===== src/rtl/cs_pkg.sv =====
// cs_pkg: shared widths and result type for the CS computational system
package cs_pkg;
  localparam int CS_DW = 10;
  localparam int CS_WIN = 9;
  typedef logic [CS_DW-1:0] cs_result_t;
endpackage


===== src/rtl/cs_sync_fifo.sv =====
// cs_sync_fifo: single-clock FIFO; full/empty come from the level count, pointers wrap naturally
module cs_sync_fifo #(
  parameter int DW = 10,
  parameter int DEPTH = 8
) (
  input  logic                     clk,
  input  logic                     reset,
  input  logic                     push,
  input  logic                     pop,
  input  logic [DW-1:0]            wdata,
  output logic [DW-1:0]            rdata,
  output logic [$clog2(DEPTH):0]   level,
  output logic                     full,
  output logic                     empty
);
  localparam int AW = $clog2(DEPTH);
  localparam logic [AW:0] LVL_FULL = (AW+1)'(DEPTH);
  localparam logic [AW:0] LVL_ONE = (AW+1)'(1);
  localparam logic [AW-1:0] PTR_ONE = AW'(1);
  logic [DW-1:0] mem_q [DEPTH];
  logic [AW-1:0] wr_ptr_q, wr_ptr_d, rd_ptr_q, rd_ptr_d;
  logic [AW:0] level_q, level_d;
  logic wr_en, rd_en;
  assign full = level_q == LVL_FULL;
  assign empty = level_q == '0;
  assign rd_en = pop & ~empty;
  assign wr_en = push & (~full | rd_en);
  assign rdata = mem_q[rd_ptr_q];
  assign level = level_q;
  // next pointers and occupancy; a simultaneous push and pop leaves the level alone
  always_comb begin
    wr_ptr_d = wr_en ? wr_ptr_q + PTR_ONE : wr_ptr_q;
    rd_ptr_d = rd_en ? rd_ptr_q + PTR_ONE : rd_ptr_q;
    level_d = (wr_en & ~rd_en) ? level_q + LVL_ONE : (rd_en & ~wr_en) ? level_q - LVL_ONE : level_q;
  end
  // pointer and level registers
  always_ff @(posedge clk) begin
    if (reset) begin
      wr_ptr_q <= '0;
      rd_ptr_q <= '0;
      level_q <= '0;
    end else begin
      wr_ptr_q <= wr_ptr_d;
      rd_ptr_q <= rd_ptr_d;
      level_q <= level_d;
    end
  end
  // storage is not reset; it is only read while non-empty
  always_ff @(posedge clk) begin
    if (wr_en) mem_q[wr_ptr_q] <= wdata;
  end
endmodule


===== src/rtl/cs_result_buffer.sv =====
// cs_result_buffer: drops warm-up results, buffers the rest for a valid/ready consumer; CS_RB_STATS_EN adds y_max/y_min
module cs_result_buffer
  import cs_pkg::*;
#(
  parameter int DW = CS_DW,
  parameter int DEPTH = 8,
  parameter int SKIP = CS_WIN
) (
  input  logic                   clk,
  input  logic                   reset,
  input  logic [DW-1:0]          y_in,
  input  logic                   y_vld,
  output logic [DW-1:0]          out_data,
  output logic                   out_valid,
  input  logic                   out_ready,
  output logic [$clog2(DEPTH):0] level,
  output logic                   overflow
`ifdef CS_RB_STATS_EN
  ,
  output logic [DW-1:0]          y_max,
  output logic [DW-1:0]          y_min
`endif
);
  localparam int SW = $clog2(SKIP + 2);
  localparam logic [SW-1:0] SKIP_END = SW'(SKIP);
  localparam logic [SW-1:0] SKIP_ONE = SW'(1);
  logic [SW-1:0] skip_q, skip_d;
  logic overflow_q, overflow_d;
  logic skip_done, push_req, pop, full, empty;
  logic [DW-1:0] rdata;
  assign skip_done = skip_q == SKIP_END;
  assign push_req = y_vld & skip_done;
  assign pop = out_valid & out_ready;
  assign out_valid = ~empty;
  assign out_data = out_valid ? rdata : '0;
  assign overflow = overflow_q;
  cs_sync_fifo #(.DW(DW), .DEPTH(DEPTH)) u_fifo (
    .clk(clk),
    .reset(reset),
    .push(push_req),
    .pop(pop),
    .wdata(y_in),
    .rdata(rdata),
    .level(level),
    .full(full),
    .empty(empty)
  );
  // warm-up counter saturates at SKIP; overflow sticks once a sample is lost to a full FIFO
  always_comb begin
    skip_d = (y_vld & ~skip_done) ? skip_q + SKIP_ONE : skip_q;
    overflow_d = overflow_q | (push_req & full & ~pop);
  end
  // control registers
  always_ff @(posedge clk) begin
    if (reset) begin
      skip_q <= '0;
      overflow_q <= 1'b0;
    end else begin
      skip_q <= skip_d;
      overflow_q <= overflow_d;
    end
  end
`ifdef CS_RB_STATS_EN
  logic [DW-1:0] y_max_q, y_min_q;
  assign y_max = y_max_q;
  assign y_min = y_min_q;
  // running extremes over every post-skip sample, including ones dropped on overflow
  always_ff @(posedge clk) begin
    if (reset) begin
      y_max_q <= '0;
      y_min_q <= '1;
    end else if (push_req) begin
      y_max_q <= (y_in > y_max_q) ? y_in : y_max_q;
      y_min_q <= (y_in < y_min_q) ? y_in : y_min_q;
    end
  end
`endif
endmodule


===== config.mk =====
export PLATFORM = sky130hd
export DESIGN_NAME = cs_result_buffer
export DESIGN_NICKNAME = d
export VERILOG_FILES = /design/src/rtl/cs_pkg.sv /design/src/rtl/cs_sync_fifo.sv /design/src/rtl/cs_result_buffer.sv
export SDC_FILE = /design/constraint.sdc
export NUM_CORES = 1
export LEC_CHECK = 0
export BUFFER_PORTS_ARGS = -buffer_cell sky130_fd_sc_hd__buf_2
export CAP_MARGIN = 20
export CORE_MARGIN = 2
export CORE_UTILIZATION = 50
export DETAILED_ROUTE_END_ITERATION = 10
export GPL_ROUTABILITY_DRIVEN = 1
export HOLD_SLACK_MARGIN = 0.08
export PLACE_DENSITY = 0.64
export SLEW_MARGIN = 20
export SYNTH_ARGS = -nofsm -noshare
export SYNTH_HDL_FRONTEND = slang
export SYNTH_SLANG_ARGS = --single-unit

===== constraint.sdc =====
create_clock -name clk -period 3.6 [get_ports clk]
set_clock_uncertainty 0.2 [all_clocks]
set_input_delay 0.54 -clock clk [delete_from_list [all_inputs] [get_ports clk]]
set_output_delay 0.54 -clock clk [all_outputs]
set_load 0.005 [all_outputs]

* After elaboration in Yosys (flattened, before gate mapping)
Memory sizes are Yosys's and may differ from the RTL's. A register that Yosys moved wholly into a read port is not among the register bits. Cells that the tools add are included. W data, S select, Z words.
Cells by class: multiplexer cells 7, bitwise logic cells 17, reductions and logical operators 2, eq/ne operators 2, add/subtract/negate cells 5
Operators by type and width (count):
- $mux W10 | 1
- $and A1 B1 Y1 | 9
- $add A4 B1 Y4 const B | 2
- $eq A4 B4 Y1 const B | 2
- $mux W4 | 2
- $add A3 B1 Y3 const B | 2
- $mux W3 | 2
- $not A1 Y1 | 6
- $logic_not A4 Y1 | 1
- $sub A4 B1 Y4 const B | 1
- $mux W1 | 2
- $or A1 B1 Y1 | 2
- $reduce_bool A2 Y1 | 1
Word-level totals: flip-flop bits (word level) 15, memories 1, logic and storage cells 39, memory bits (writable) 80, input port bits 14
Memory list:
- u_fifo.mem_q | depth 8, width 10, rd ports 1, clocked after memory_dff 1, wr ports 1, RTL line cs_sync_fifo.sv:20 | logic [DW-1:0] mem_q [DEPTH];

* Longest topological paths before layout
depth in word-level cells 10, gate-level depth with buffers 11, gate-level depth less buffers 11

* Hierarchy
A second synthesis with hierarchy kept.
Unflattened totals: cells, all modules 227, area, all modules 3981.3 um^2
Modules (own cells, without submodules):
- cs_sync_fifo | area an instance 3649.8 um^2, cells an instance 188, instances 1
- cs_result_buffer | area an instance 331.6 um^2, cells an instance 39, instances 1

* Worst setup path after synthesis
Ideal clock, no wire load.
path type flip-flop to flip-flop, from register u_fifo.level_q[0] (netlist: u_fifo.level[0]), to register u_fifo.level_q[3] (netlist: u_fifo.level[3]), period minus slack after synthesis 2.663 ns, arrival time 2.342 ns, setup slack 0.937 ns, buffers on the path 0, data required time 3.279 ns, cell stages (with the launch flop) 10, path through dfxtp_1 or3_4 o21a_4 ha_1 inv_1 ha_1 a21oi_1 a211oi_1 a31oi_1 mux2_2
On the way: word-level cells in the longest chain between the ends 9, elaborated cells on any way between the ends 17, those cells by class add/sub: 2; eq/ne: 1; mux: 2; bitwise: 10; reduce/logical: 2
RTL lines:
- from (decl) | RTL line cs_sync_fifo.sv:22 | logic [AW:0] level_q, level_d;
- from (signal assigned) | RTL line cs_sync_fifo.sv:45 | level_q <= level_d;
- $logic_not A4 Y1 | RTL line cs_sync_fifo.sv:25 | assign empty = level_q == '0;
- $not A1 Y1 | RTL line cs_sync_fifo.sv:26, cs_result_buffer.sv:34
- $and A1 B1 Y1 | RTL line cs_result_buffer.sv:33 | assign pop = out_valid & out_ready;
- $and A1 B1 Y1 | RTL line cs_sync_fifo.sv:26 | assign rd_en = pop & ~empty;
- $or A1 B1 Y1 * | RTL line cs_sync_fifo.sv:27 | assign wr_en = push & (~full | rd_en);
- $and A1 B1 Y1 * | RTL line cs_sync_fifo.sv:27
- named net u_fifo.wr_en | RTL line cs_sync_fifo.sv:23 | logic wr_en, rd_en;
- $not A1 Y1 | RTL line cs_sync_fifo.sv:34 | level_d = (wr_en & ~rd_en) ? level_q + LVL_ONE : (rd_en & ~wr_en) ? level_q - LVL_ONE : level_q;
- $and A1 B1 Y1 | RTL line cs_sync_fifo.sv:34
- $reduce_bool A2 Y1 (no line)
Mark *: on every way through the listed nets, which the timed path passes. The rest lies on a longest branch. The select of a mux whose other input is x is not followed. A chain may end at the register's enable or synchronous reset.

* Worst setup path in the final report
Same ends and word-level chain as after synthesis.

==> flow_summary.ini <==
[finish]
final_net_count = 289
layout.cells.most_common = edfxtp_1
stdcell_count = 374
num_antenna_cells = 0
drive_gt1_frac = 0.3088
syn_to_final_growth_pct = 14.27
final_cell_mix = 80 x edfxtp_1, 32 x nor2_1, 29 x buf_2, 20 x mux4_2, 18 x dfxtp_1

[pwr]
seqPwrFrac = 0.459
switching_share = 0.2676
power_density_nw_per_um2 = 631.6
p_int_mw = 2.067
finalPower_mw = 2.822
peakVddDrop_mv = 0.3991
power.share.clock = 0.293
pwr-share-comb = 0.248
p_switching_uw = 755.2
power_leakage_nw = 1.518

[worst_setup_path]
crit_family = compound AO/OA/AOI/OAI gates
startpoint_type = flop
required_ps = 3660
reg2reg_slack_ps = 820
cpMostUsedCell = ha_1
worstPathArrival_ps = 2840
r2r_start = u_fifo.level[0]
cp_cell_sequence = or3_4 > o21a_4 > ha_1 > inv_1 > ha_1 > a21oi_1 > a211oi_1 > a31oi_1 > mux2_2
critPathBufInv = 1
r2r_end = u_fifo.level[3]
cp-end-kind = flop
startpoint = u_fifo.level[0]
cp_slowest_cell = or3_4
worstSetupPathType = reg2reg
crit_fanout = 5
cp-endpoint = u_fifo.level[3]
crit_cells = 9
r2r_cells = 9
slowest_delay_ps = 440

[timing]
holdWs_ps = 239.4
timing.fmax_ghz = 0.3595
maxSlewViolCount = 0
final.period_utilization = 0.7727
finalSetupViolCount = 0
relSlewSlack = 0.5115
layout_setup_ws_ps = 818.2
finalCriticalPeriod_ps = 2782
tightestPinTransition_ps = 731.8
hold_viol_final = 0
fin_setup_tns_ps = 0
rsz0062_at_grt = no

[hold_path]
hold_class = in2reg
hold_depth = 1

[clocking]
clkSinkCount = 98
cts_tree = yes
cts_root_buf = clkbuf_8
cts_setup_buffers = 0
htree_num_levels = 3
clk_path_buf_depth = 2
hold_buffers = 0
cts-resized-gates = 0
cts_buffers = 9
clk_pin_slew_worst_paths_ps = 90
clk_latency_ps = 360

[place]
placedCellCount = 358
gp_congestion = 0.6946
hpwl_mm = 4.182
dp_slack_ps = 766.7
portBuffers = 29

[grt]
grt_pass1_wl_mm = 10.52
grt_pass1_vias = 2013
grt_usage = 0.1717
grt_remaining_overflow = 0
antenna_found_initial = 0
grt_max_degree = 21

[route]
drt-pass1-iter-count = 4
vias_per_cell = 5.257
avgRoutedWirePerCell_um = 17.56
drtAntennaViolNets = 0
dr.first_iter.drc_count = 94
routed_wl_mm = 6.567
drc_errors = 0
vias = 1966

[floorplanning]
coreArea_um2 = 7647
io_pins = 30
initial_core_util = 0.5113
die_y_um = 92.43
rows = 32
die_x_um = 92.43
design.die.area_um2 = 8543

[logic_synthesis]
yosysWarnings = 0
synth_seq_cells = 98
synthCells = 225
syn_avg_cell_area_um2 = 17.38
synth_cell_types = 33
ys_seq_area_frac = 0.7066
netlist_area_um2 = 3910
synth.net_count = 247

[job]
maxCapViolCount = 0

[outcome]
outcome = finished clean
cells by family (layout without fill, tap and decap cells):
logic type / Yosys count / count (layout) / synth area share
xor+xnor: 8 / 8 / 0.01792
compound gates: 11 / 11 / 0.02016
buf+inv: 14 / 61 / 0.01440
simple gates: 53 / 53 / 0.06464
mux: 33 / 33 / 0.1488
fa+ha+maj: 8 / 8 / 0.02752
flops: 98 / 98 / 0.7066
stage by stage:
stage	instance area [µm²]	utilization
6_report	4468	0.5843
4_1_cts	4468	0.5843
2_1_floorplan	3910	-
3_3_place_gp	4228	0.5528
3_5_place_dp	4228	0.5528
5_1_grt	4468	0.5843
worst register-to-register path, cell delays in order (launching register included):
cell,delay (ps)
dfxtp_1,380
or3_4,440
o21a_4,250
ha_1,210
inv_1,130
ha_1,280
a21oi_1,200
a211oi_1,90
a31oi_1,160
mux2_2,340
sequential cells by signal (all words and copies together), names as in the netlist, named ones only:
signal and cells:
u_fifo.mem_q 80, u_fifo.rd_ptr_q 3, skip_q 4, overflow 1, u_fifo.wr_ptr_q 3, u_fifo.level 4
worst min-delay path by stage:
stage | startpoint | to | slack (ps)
floorplan | u_fifo.rd_ptr_q[1] | flop | 250
global placement | overflow | overflow | 260
detailed placement | overflow | overflow | 280
CTS | y_in[5] | u_fifo.mem_q[3][5] | 210
global route | y_in[5] | u_fifo.mem_q[4][5] | 240
finish | y_in[5] | u_fifo.mem_q[4][5] | 240
routing by layer:
metal,share of wire,track usage
met4,0.021,0.07836
met1,0.45,0.2133
met2,0.50,0.2871
met3,0.031,0.04068
met5,0,0
synth_stat cells:
master / instances / area [µm²]
nand2b_4: 1 / 13.76
mux2_2: 1 / 11.26
xor2_1: 5 / 43.79
nand2_2: 1 / 6.260
o21a_4: 1 / 15.01
buf_2: 3 / 15.01
nor3_1: 3 / 15.01
a211oi_1: 2 / 15.01
inv_1: 4 / 15.01
nand3_1: 3 / 15.01
ha_1: 7 / 87.58
o211ai_1: 1 / 7.510
buf_1: 1 / 3.750
nor2_1: 32 / 120.1
inv_2: 1 / 3.750
a21oi_2: 1 / 8.760
mux4_2: 20 / 450.4
a21oi_1: 4 / 20.02
clkbuf_1: 5 / 18.77
a31oi_1: 2 / 12.51
nor2b_1: 1 / 6.260
nand2_1: 4 / 15.01
mux2i_1: 12 / 120.1
xnor2_1: 3 / 26.28
nand2b_1: 3 / 18.77
nor2_2: 1 / 6.260
and4b_1: 1 / 10.01
dfxtp_1: 18 / 360.4
or3_4: 1 / 11.26
edfxtp_1: 80 / 2402
nand4_1: 1 / 6.260
fa_1: 1 / 20.02
nand2b_2: 1 / 8.760
layout make-up:
type / instances / area, µm²
clock buffer: 9 / 123.9
multi-input combinational: 113 / 1091
clock inverter: 7 / 116.4
fill: 608 / 3179
sequential: 98 / 2763
tap: 102 / 127.6
timing repair buffer: 40 / 227.7
inverter: 5 / 18.77
power by group through the flow:
stage	Clock (mW)	Sequential [mW]	Combinational, mW
after floorplan	0	1.32	0.486
after global placement	0	1.32	0.714
after detailed placement	0	1.32	0.717
after CTS	0.844	1.30	0.718
after global routing	0.880	1.30	0.783
final	0.826	1.30	0.701
No activity file was read; power rests on OpenSTA's default activity.
